===== src/rtl/sprite_renderer.sv =====
// Scaled, animated sprite pixel generator: hit test, ROM addressing, ROM-aligned output stage
// and a per-frame animation sequencer. Define SPRITE_MIRROR_EN to add the flip_x mirroring input.
module sprite_renderer #(
    parameter int SPR_W       = 32,
    parameter int SPR_H       = 32,
    parameter int NUM_FRAMES  = 4,
    parameter int SCALE_SHIFT = 1,
    parameter int ROM_LAT     = 1,
    parameter int PAL_BITS    = 3,
    parameter int TRANSP_IDX  = 0,
    parameter int FRAME_TICKS = 8,
    parameter int ADDR_W      = 12
) (
    input  logic                vga_clk,
    input  logic                reset,
    input  logic [9:0]          DrawX,
    input  logic [9:0]          DrawY,
    input  logic                blank,
    input  logic [9:0]          sprite_x,
    input  logic [9:0]          sprite_y,
    input  logic                anim_en,
    output logic [ADDR_W-1:0]   rom_address,
    input  logic [PAL_BITS-1:0] rom_q,
    output logic [PAL_BITS-1:0] pixel_index,
    output logic                pixel_on,
    output logic [((NUM_FRAMES > 1) ? $clog2(NUM_FRAMES) : 1)-1:0] anim_frame
`ifdef SPRITE_MIRROR_EN
    ,
    input  logic                flip_x
`endif
);

    localparam int AF_W = (NUM_FRAMES > 1) ? $clog2(NUM_FRAMES) : 1;
    localparam int TK_W = (FRAME_TICKS > 1) ? $clog2(FRAME_TICKS) : 1;
    localparam int LX_W = $clog2(SPR_W);
    localparam int LY_W = $clog2(SPR_H);

    localparam logic [10:0]         SPAN_X     = 11'(SPR_W << SCALE_SHIFT);
    localparam logic [10:0]         SPAN_Y     = 11'(SPR_H << SCALE_SHIFT);
    localparam logic [10:0]         LX_MAX     = 11'(SPR_W - 1);
    localparam logic [TK_W-1:0]     TICK_LAST  = TK_W'(FRAME_TICKS - 1);
    localparam logic [AF_W-1:0]     FRAME_LAST = AF_W'(NUM_FRAMES - 1);
    localparam logic [PAL_BITS-1:0] TRANSP     = PAL_BITS'(TRANSP_IDX);

    // Frames are stored back-to-back, rows of SPR_W texels; power-of-two sizes make this pure shifts.
    function automatic logic [ADDR_W-1:0] tex_addr(input logic [AF_W-1:0] frame,
                                                   input logic [10:0]     lx,
                                                   input logic [10:0]     ly);
        logic [31:0] a;
        a = (32'(frame) << (LX_W + LY_W))
          | ((32'(ly) & 32'(SPR_H - 1)) << LX_W)
          | (32'(lx) & 32'(SPR_W - 1));
        return ADDR_W'(a);
    endfunction

    logic [10:0]       pos_x, pos_y, org_x, org_y;
    logic [10:0]       dx_p0, dy_p0, lx_p0, ly_p0;
    logic              hit_p0;
    logic [ADDR_W-1:0] addr_p0;
    logic              flip_p0;

    logic [ROM_LAT:0]  hit_sr;
    logic [ROM_LAT:0]  blank_sr;
    logic              opaque;

    logic              prev_origin;
    logic              frame_start;
    logic [TK_W-1:0]   tick;

`ifdef SPRITE_MIRROR_EN
    logic              flip_lat;
    assign flip_p0 = flip_lat;
`else
    assign flip_p0 = 1'b0;
`endif

    // Stage 0: 11-bit hit test (clips past column/row 1023) and texel address
    always_comb begin
        pos_x  = {1'b0, DrawX};
        pos_y  = {1'b0, DrawY};
        org_x  = {1'b0, sprite_x};
        org_y  = {1'b0, sprite_y};
        hit_p0 = (pos_x >= org_x) && (pos_x < org_x + SPAN_X)
              && (pos_y >= org_y) && (pos_y < org_y + SPAN_Y);
        dx_p0  = pos_x - org_x;
        dy_p0  = pos_y - org_y;
        lx_p0  = dx_p0 >> SCALE_SHIFT;
        ly_p0  = dy_p0 >> SCALE_SHIFT;
        if (flip_p0)
            lx_p0 = LX_MAX - lx_p0;
        addr_p0 = tex_addr(anim_frame, lx_p0, ly_p0);
    end

    assign opaque      = hit_sr[ROM_LAT] && blank_sr[ROM_LAT] && (rom_q != TRANSP);
    assign frame_start = (DrawX == 10'd0) && (DrawY == 10'd0) && !prev_origin;

    // Stage 1 registers the address; hit/blank ride a shift register so they line up with rom_q
    always_ff @(posedge vga_clk) begin
        if (reset) begin
            rom_address <= '0;
            hit_sr      <= '0;
            blank_sr    <= '0;
            pixel_on    <= 1'b0;
            pixel_index <= '0;
        end else begin
            rom_address <= hit_p0 ? addr_p0 : '0;
            hit_sr      <= {hit_sr[ROM_LAT-1:0], hit_p0};
            blank_sr    <= {blank_sr[ROM_LAT-1:0], blank};
            pixel_on    <= opaque;
            pixel_index <= opaque ? rom_q : '0;
        end
    end

    // Animation state changes only at the start of a frame, so a frame never tears
    always_ff @(posedge vga_clk) begin
        if (reset) begin
            prev_origin <= 1'b0;
            tick        <= '0;
            anim_frame  <= '0;
`ifdef SPRITE_MIRROR_EN
            flip_lat    <= 1'b0;
`endif
        end else begin
            prev_origin <= (DrawX == 10'd0) && (DrawY == 10'd0);
            if (frame_start) begin
                if (anim_en) begin
                    if (tick == TICK_LAST) begin
                        tick       <= '0;
                        anim_frame <= (anim_frame == FRAME_LAST) ? '0 : anim_frame + 1'b1;
                    end else begin
                        tick <= tick + 1'b1;
                    end
                end
`ifdef SPRITE_MIRROR_EN
                flip_lat <= flip_x;
`endif
            end
        end
    end

endmodule


===== config.mk =====
export PLATFORM = sky130hd
export DESIGN_NAME = sprite_renderer
export DESIGN_NICKNAME = d
export VERILOG_FILES = /design/src/rtl/sprite_renderer.sv
export SDC_FILE = /design/constraint.sdc
export NUM_CORES = 1
export LEC_CHECK = 0
export BUFFER_PORTS_ARGS = -buffer_cell sky130_fd_sc_hd__buf_2
export CAP_MARGIN = 20
export CORE_MARGIN = 2
export CORE_UTILIZATION = 36
export DETAILED_ROUTE_END_ITERATION = 12
export GPL_TIMING_DRIVEN = 0
export REMOVE_ABC_BUFFERS = 1
export SETUP_SLACK_MARGIN = 0.2
export SLEW_MARGIN = 20
export SYNTH_ARGS = -nofsm -noshare
export SYNTH_HDL_FRONTEND = slang
export SYNTH_SLANG_ARGS = --single-unit
export TNS_END_PERCENT = 10

===== constraint.sdc =====
create_clock -name vga_clk -period 1.86 [get_ports vga_clk]
set_input_delay 0.093 -clock vga_clk [delete_from_list [all_inputs] [get_ports vga_clk]]
set_output_delay 0.093 -clock vga_clk [all_outputs]
set_load 0.02 [all_outputs]

==> impl_metrics.toml, run 1 <==
[outcome]
status = "finished, final reports clean"

[synth]
synth.avg_cell_area_um2 = 8.78
synth_top_cell_area_share_pct = 26.6
synthFlopType = "dfxtp_1"
ys_types = 43
synth_edf_count = 0
synth_area_leader_cell = "dfxtp_1"
yosysWarnings = 0
ys_seq_area_share_pct = 26.6
synth_area_leaders = "dfxtp_1, ha_1, inv_1"
async_flop_share_pct = 0
ys_seq_elements = 26
synth_area_um2 = 1960
syn_inst = 223

[layout]
antennaDiodeCount = 0
syn_to_final_growth_pct = 35.2
nNetsFinal = 377
finalNonFillerCells = 364
drive_above_1_share_pct = 37.1
final_common_cell = "buf_2"
final_cell_mix = "buf_2, inv_1, ha_1"
utilization_pct = 51.2

[clocking]
clkTransAtPathRegs_ns = 0.08
clockBufferDepth = 2
insertion_delay_ns = 0.27
numCtsBuffers = 3
cts_max_level = 1
cts.sinks = 26
cts_tree = "built"
clock-root-buffer = "clkbuf_8"
cts_hold_buf = 0

[worst_setup_path]
cp.required_ns = 2.06
crit_start = "sprite_x[6]"
crit_path_end_kind = "register"
cp_slowest_cell = "or3_4"
crit_type = "input port to register"
crit_path_start_kind = "input port"
slowest_delay_ns = 0.46
cp_data_arrival_time_ns = 1.87
crit_buf_inv = 2
cp_top_family = "simple AND/OR/NAND/NOR gates"
cp_max_fo = 6
crit_path_cell_trace = "buf_6 > ha_4 > xnor2_2 > ha_1 > and3_4 > o2111a_1 > or3_4 > buf_12 > nor3_4"
r2r_start = "tick[0]"

[placed_design]
io_buffers = 64
dp_slack_ns = -0.497
gp_congestion = 0.886
place_inst = 353
dp_hpwl_mm = 3.68

[power]
p_per_area_nw_per_um2 = 573
ir_drop_mv = 0.358
power.leakage_nw = 1.28

[timing]
setup_viol = 0
fmax_ghz = 0.601
hold_viol = 0
fin_crit_ns = 1.66
slew_headroom_pct = 71.6
fin_crit_sh_pct = 89.5
setup_ws_ns = 0.195
slew_violations = 0
rsz0062_at_grt = "true"
fin_worst_skew_ns = 0.00842
worstMarginPinSlew_ns = 0.422

[drt]
wl_mm = 4.46
wl_per_cell_um = 12.3
drtIter0Drc = 53
antenna_left = 0
via_per_inst = 4.92
drtPass1Iterations = 4
drc_errors = 0
via_count = 1790

[min_path]
min_path_type = "input port to register"
holdCritStartpoint = "rom_q[2]"

[grt]
overflow = 0
grt_pass1_vias = 1702
grt_max_degree = 16
grt_antenna_before_repair = 0
track_usage_pct = 14.8
grt_pass1_wl_mm = 7.31

[floorplan]
core_um2 = 5170
ioPinCount = 65
die_x_um = 77.8
dieArea_um2 = 6050
rows = 26
start_util_pct = 37.9
die_h_um = 77.8

[flow_run]
drv_cap = 0
==> cell usage after synthesis, types with 2 or more instances <==
cell type	number
nand3_1	14
nor2b_1	4
o21ai_0	7
nor4_1	6
a211oi_1	4
nand4_1	2
a21oi_1	14
nand2_1	8
nor3_1	3
nand3b_1	2
nor3_2	8
buf_4	2
a21o_1	7
and2_1	3
xnor2_1	8
fa_1	2
o221ai_1	2
nand2b_1	2
dfxtp_1	26
nor2_1	10
mux2i_1	3
ha_1	33
inv_1	33
==> worst paths after layout <==
check,endpoint,slack [ns],cells after the start
setup reg to reg,anim_frame[1],0.28,6
hold reg to reg,hit_sr[1],0.44,1
setup / recovery,rom_address[1],0.20,9
hold / removal,pixel_on,0.04,2
==> per-stage QoR <==
| step | TNS (ns) | cell area, um2 | hold slack [ns] | total power, mW |
|---|---|---|---|---|
| 5_1_grt | 0 | 2650 | 0.0221 | 1.62 |
| 4_1_cts | 0 | 2620 | 0.0305 | 1.51 |
| 3_5_place_dp | -5.15 | 2350 | 0.314 | 0.974 |
| 3_3_place_gp | -14.47 | 2330 | 0.312 | 0.967 |
| 2_1_floorplan | -6.83 | 1920 | 0.162 | 0.840 |
| 6_report | 0 | 2650 | 0.0359 | 1.52 |
==> sequential cells by signal, summed over array words and instances (netlist names) <==
name         cells
prev_origin      1
anim_frame       2
rom_address     12
hit_sr           2
tick             3
pixel_index      3
pixel_on         1
blank_sr         2
==> routing by layer <==
| metal | global-route usage (%) | wire length, um |
|---|---|---|
| met2 | 25.9 | 2180 |
| met1 | 18.9 | 2020 |
| met5 | 0 | 0 |
| met4 | 2.68 | 43 |
| met3 | 3.02 | 218 |
==> cell type report <==
type | count | area, um2
Clock buffer | 3 | 41.3
Clock inverter | 1 | 30.0
Fill cell | 499 | 2520
Inverter | 33 | 124
Multi-Input combinational cell | 159 | 1420
Sequential cell | 26 | 520
Tap cell | 70 | 87.6
Timing Repair Buffer | 72 | 425
==> power by group <==
| group | leakage (nW) | internal [mW] | switching (mW) | total, mW |
|---|---|---|---|---|
| clock | 0.0357 | 0.288 | 0.174 | 0.462 |
| sequential | 0.210 | 0.561 | 0.00116 | 0.563 |
| combinational | 1.03 | 0.228 | 0.264 | 0.492 |
==> kinds of logic after synthesis <==
kind of cell	Yosys count	share of synthesized area, %
buffers and inverters	38	8.11
DFF	26	26.6
xor gates and xnor gates	9	4.03
and+or+nand+nor	69	22.2
adders and majority gates	35	23.1
muxes	3	1.53
AOI/OAI and AO/OA	43	14.4
==> timing repair <==
action | in CTS | in global routing
endpoints found under the setup margin | 13 | 14
setup buffers | 5 | 2
pin swaps | 19 | 7
gates cloned | 0 | 0
resized for setup | 30 | 5
(Power assumes the default switching activity.)
==> inputs of run 2 (changes only) <==
==> constraint.sdc (replaced) <==
create_clock -name vga_clk -period 1.86 [get_ports vga_clk]
set_input_delay 0.558 -clock vga_clk [delete_from_list [all_inputs] [get_ports vga_clk]]
set_output_delay 0.558 -clock vga_clk [all_outputs]
set_load 0.02 [all_outputs]
==> impl_metrics.toml, run 2 (synthesis gave the netlist of run 1 again) <==
[clocking]
insertion_delay_ns = 0.27
numCtsBuffers = 3
clkTransAtPathRegs_ns = 0.08
cts.sinks = 26
clock-root-buffer = "clkbuf_8"
cts_tree = "built"
clockBufferDepth = 2
cts_hold_buf = 0
cts_max_level = 1

[layout]
reg.largest.list = "rom_address (12), pixel_index (3), tick (3)"
nNetsFinal = 378
design_area_um2 = 2670
multi_input_comb_area_um2 = 1430
final_cell_mix = "buf_2, inv_1, ha_1"
drive_above_1_share_pct = 38.0
largest_reg_flops = 12
syn_to_final_growth_pct = 36.5
utilization_pct = 51.7
top_register = "rom_address"
nFillCells = 496
antennaDiodeCount = 0
register_area_um2 = 520
final_common_cell = "buf_2"

[floorplan]
rows = 26
dieArea_um2 = 6050
die_x_um = 77.8
ioPinCount = 65
start_util_pct = 37.9
core_um2 = 5170
die_h_um = 77.8

[min_path]
min_path_type = "register to register"

[grt]
grt_pass1_vias = 1709
overflow = 0
grt_pass1_wl_mm = 7.31
grt_antenna_before_repair = 0
track_usage_pct = 14.8
grt_max_degree = 16

[timing]
setup_viol = 14
fin_crit_sh_pct = 113
hold_viol = 0
setup_ws_ns = -0.250
slew_headroom_pct = 71.6
slew_violations = 0
rsz0062_at_grt = "true"
fin_crit_ns = 2.11
worstMarginPinSlew_ns = 0.422
fin_worst_skew_ns = 0.00736
fmax_ghz = 0.474
whs_ns = 0.442

[worst_setup_path]
crit_type = "input port to register"
crit_path_end_kind = "register"
crit_path_cell_trace = "buf_6 > ha_4 > xnor2_2 > ha_1 > and3_4 > o2111a_1 > or3_4 > buf_12 > nor3b_2"
crit_path_start_kind = "input port"
cp_slowest_cell = "or3_4"
slowest_delay_ns = 0.45
crit_buf_inv = 2
cp_data_arrival_time_ns = 2.31
cp.required_ns = 2.06
cp_top_family = "simple AND/OR/NAND/NOR gates"
cp_max_fo = 6

[power]
power.leakage_nw = 1.28
p_per_area_nw_per_um2 = 569
ir_drop_mv = 0.356

[placed_design]
dp_hpwl_mm = 3.68
placed_area_um2 = 2350
io_buffers = 64
gp_congestion = 0.886

[outcome]
status = "complete, but fails checks"
violations = "setup timing"

[drt]
drtIter0Drc = 41
wl_mm = 4.47
via_per_inst = 4.93
wl_per_cell_um = 12.3
antenna_left = 0
via_count = 1800
drtPass1Iterations = 4
drc_errors = 0

[flow_run]
drv_cap = 0
[run 2: timing repair]
action                                  CTS  global route
endpoints found under the setup margin   18            18
setup buffers                             7             1
pin swaps                                20            13
resized for setup                        34             6
[run 2: final cells by class]
class	instances	area share [%]
Multi-Input combinational cell	159	53.4
Clock buffer	3	1.54
Tap cell	70	3.28
Inverter	33	4.73
Timing Repair Buffer	73	16.5
Clock inverter	1	1.12
Sequential cell	26	19.5
[run 2: worst paths after layout]
path / to / from / cells after the start / slack [ns]
worst max-delay path: rom_address[4] / sprite_x[7] / 9 / -0.25
worst min-delay path: hit_sr[1] / hit_sr[0] / 1 / 0.44
worst max register to register: anim_frame[1] / tick[0] / 6 / 0.29
worst min register to register: hit_sr[1] / hit_sr[0] / 1 / 0.44
[run 2: where the power goes]
part | internal (mW) | switching [mW]
sequential | 0.561 | 0.00116
combinational | 0.231 | 0.265
clock | 0.288 | 0.173
total | 1.08 | 0.440
[run 2: metal layers]
metal  track usage, %  share of wire [%]  up-vias
met2             25.1                 48       45
met4             3.75                1.7        0
met5                0                  0        -
met1             19.0                 46      818
met3             3.02                4.8        8
li1                 -                  -      929
[run 2: metrics by stage]
stage | worst slack [ns] | power, mW | TNS, ns | std cells
5_1_grt | -0.329 | 1.62 | -4.41 | 365
2_1_floorplan | -1.04 | 0.840 | -12.88 | 218
4_1_cts | -0.257 | 1.52 | -3.21 | 364
3_3_place_gp | -1.65 | 0.967 | -21.84 | 352
3_5_place_dp | -0.962 | 0.974 | -12.49 | 353
6_report | -0.250 | 1.52 | -3.06 | 365
==> inputs of run 3 (changes only) <==
--- a/config.mk
+++ b/config.mk
@@ -11,7 +11,6 @@
 export CORE_UTILIZATION = 36
 export DETAILED_ROUTE_END_ITERATION = 12
 export GPL_TIMING_DRIVEN = 0
-export REMOVE_ABC_BUFFERS = 1
 export SETUP_SLACK_MARGIN = 0.2
 export SLEW_MARGIN = 20
 export SYNTH_ARGS = -nofsm -noshare
==> constraint.sdc (replaced) <==
create_clock -name vga_clk -period 2.45 [get_ports vga_clk]
set_input_delay 0.735 -clock vga_clk [delete_from_list [all_inputs] [get_ports vga_clk]]
set_output_delay 0.735 -clock vga_clk [all_outputs]
set_load 0.02 [all_outputs]
==> impl_metrics.toml, run 3 (synthesis gave the netlist of run 1 again) <==
[clocking]
insertion_delay_ns = 0.26
clkTransAtPathRegs_ns = 0.08
cts_hold_buf = 0
cts.sinks = 26
clock-root-buffer = "clkbuf_8"
numCtsBuffers = 3
cts_max_level = 1
clockBufferDepth = 2
cts_tree = "built"

[grt]
use_met1_pct = 21.4
track_usage_pct = 14.9
grt_antenna_before_repair = 0
globalRouteMet2Util_pct = 23.2
grt_max_degree = 16
busiest_layer = "met2"
grt_pass1_vias = 1710
met3_usage_pct = 3.49
overflow = 0
grt_pass1_wl_mm = 7.41

[floorplan]
core_um2 = 5170
ioPinCount = 65
die_h_um = 77.8
rows = 26
dieArea_um2 = 6050
die_x_um = 77.8
start_util_pct = 37.9

[drt]
drtIter0Drc = 42
drc_errors = 0
antenna_left = 0
via_per_inst = 4.68
drtPass1Iterations = 4
via_count = 1722
wl_mm = 4.24
wl_per_cell_um = 11.5

[worst_setup_path]
crit_path_end_kind = "register"
cp_data_arrival_time_ns = 2.46
crit_type = "input port to register"
crit_path_start_kind = "input port"
cp_max_fo = 5
cp.required_ns = 2.60

[timing]
fmax_ghz = 0.433
whs_ns = 0.447
slew_headroom_pct = 71.1
hold_viol = 0
setup_viol = 0
rsz0062_at_grt = "true"
worstMarginPinSlew_ns = 0.430
finalSetupTns_ns = 0
fin_crit_ns = 2.31
fin_crit_sh_pct = 94.2
slew_violations = 0
fin_worst_skew_ns = 0.00174

[layout]
top_register = "rom_address"
design_area_um2 = 2750
final_common_cell = "buf_2"
finalNonFillerCells = 368
final_cell_mix = "buf_2, inv_1, ha_1, dfxtp_1, nand3_1"
largest_reg_flops = 12
nNetsFinal = 381
antennaDiodeCount = 0
reg.largest.list = "rom_address (12), pixel_index (3), tick (3)"
syn_to_final_growth_pct = 40.2
drive_above_1_share_pct = 39.9

[power]
ir_drop_mv = 0.254
p_per_area_nw_per_um2 = 423
power.leakage_nw = 1.31

[min_path]
min_path_type = "register to register"

[placed_design]
place_inst = 357
gp_congestion = 0.845
placed_area_um2 = 2420
io_buffers = 64
dp_hpwl_mm = 3.52

[flow_run]
drv_cap = 0

[synth]
syn_nets = 305

[outcome]
status = "finished, final reports clean"
==> run 3: cell count changes in the layout (fill, tap and decap cells not counted), sizes merged <==
| cell | before | now |
|---|---|---|
| buf | 73 | 75 |
| clkbuf | 3 | 4 |
==> run 3: area by class of cell <==
class,instances,area [um2]
well taps,70,87.6
clock buffers,3,41.3
clock inverters,1,30.0
plain buffers,5,45.0
repair buffers,71,435
inverters,33,129
multi-input cells,159,1460
flip-flops and latches,26,520
fillers,499,2430
==> run 3: timing repair <==
| item | in CTS | in global routing |
|---|---|---|
| endpoints found under the setup margin | 13 | 14 |
| pin swaps | 19 | 8 |
| gates cloned | 2 | 0 |
| setup buffers | 3 | 2 |
| resized for setup | 32 | 10 |
==> run 3: report_power, final <==
group | switching (mW) | internal (mW) | total, mW | leakage, nW
Combinational | 0.204 | 0.188 | 0.392 | 1.06
Sequential | 0.00100 | 0.426 | 0.427 | 0.210
Clock | 0.125 | 0.218 | 0.343 | 0.0357
Total | 0.330 | 0.832 | 1.16 | 1.31
==> run 3: metrics by stage <==
step / setup WS (ns) / util, % / total power, mW
3_5_place_dp: -0.278 / 46.8 / 0.757
6_report: 0.143 / 53.1 / 1.16
5_1_grt: 0.0513 / 53.1 / 1.24
4_1_cts: 0.163 / 52.1 / 1.16
2_1_floorplan: 0.0511 / - / 0.659
3_3_place_gp: -0.264 / 46.8 / 0.757
==> run 3: worst paths after layout <==
check / start / end / slack, ns / depth (start not counted)
setup reg to reg: tick[0] / anim_frame[1] / 0.89 / 6
hold reg to reg: blank_sr[0] / blank_sr[1] / 0.45 / 1
setup / recovery: DrawX[0] / rom_address[3] / 0.14 / 11
hold / removal: blank_sr[0] / blank_sr[1] / 0.45 / 1
==> run 3: critical path, cell delays in order <==
cell       delay (ns)
buf_8            0.10
inv_4            0.04
ha_4             0.12
inv_2            0.04
fa_2             0.39
a21o_1           0.20
a21oi_2          0.18
o221ai_2         0.15
o2111ai_4        0.29
buf_6            0.18
nor3_4           0.04
==> run 3: metal layers <==
| metal | vias to the layer above | routed length (um) |
|---|---|---|
| met5 | - | 0 |
| met4 | 0 | 38 |
| met3 | 4 | 278 |
| met2 | 56 | 1730 |
| met1 | 728 | 2200 |
| li1 | 934 | - |
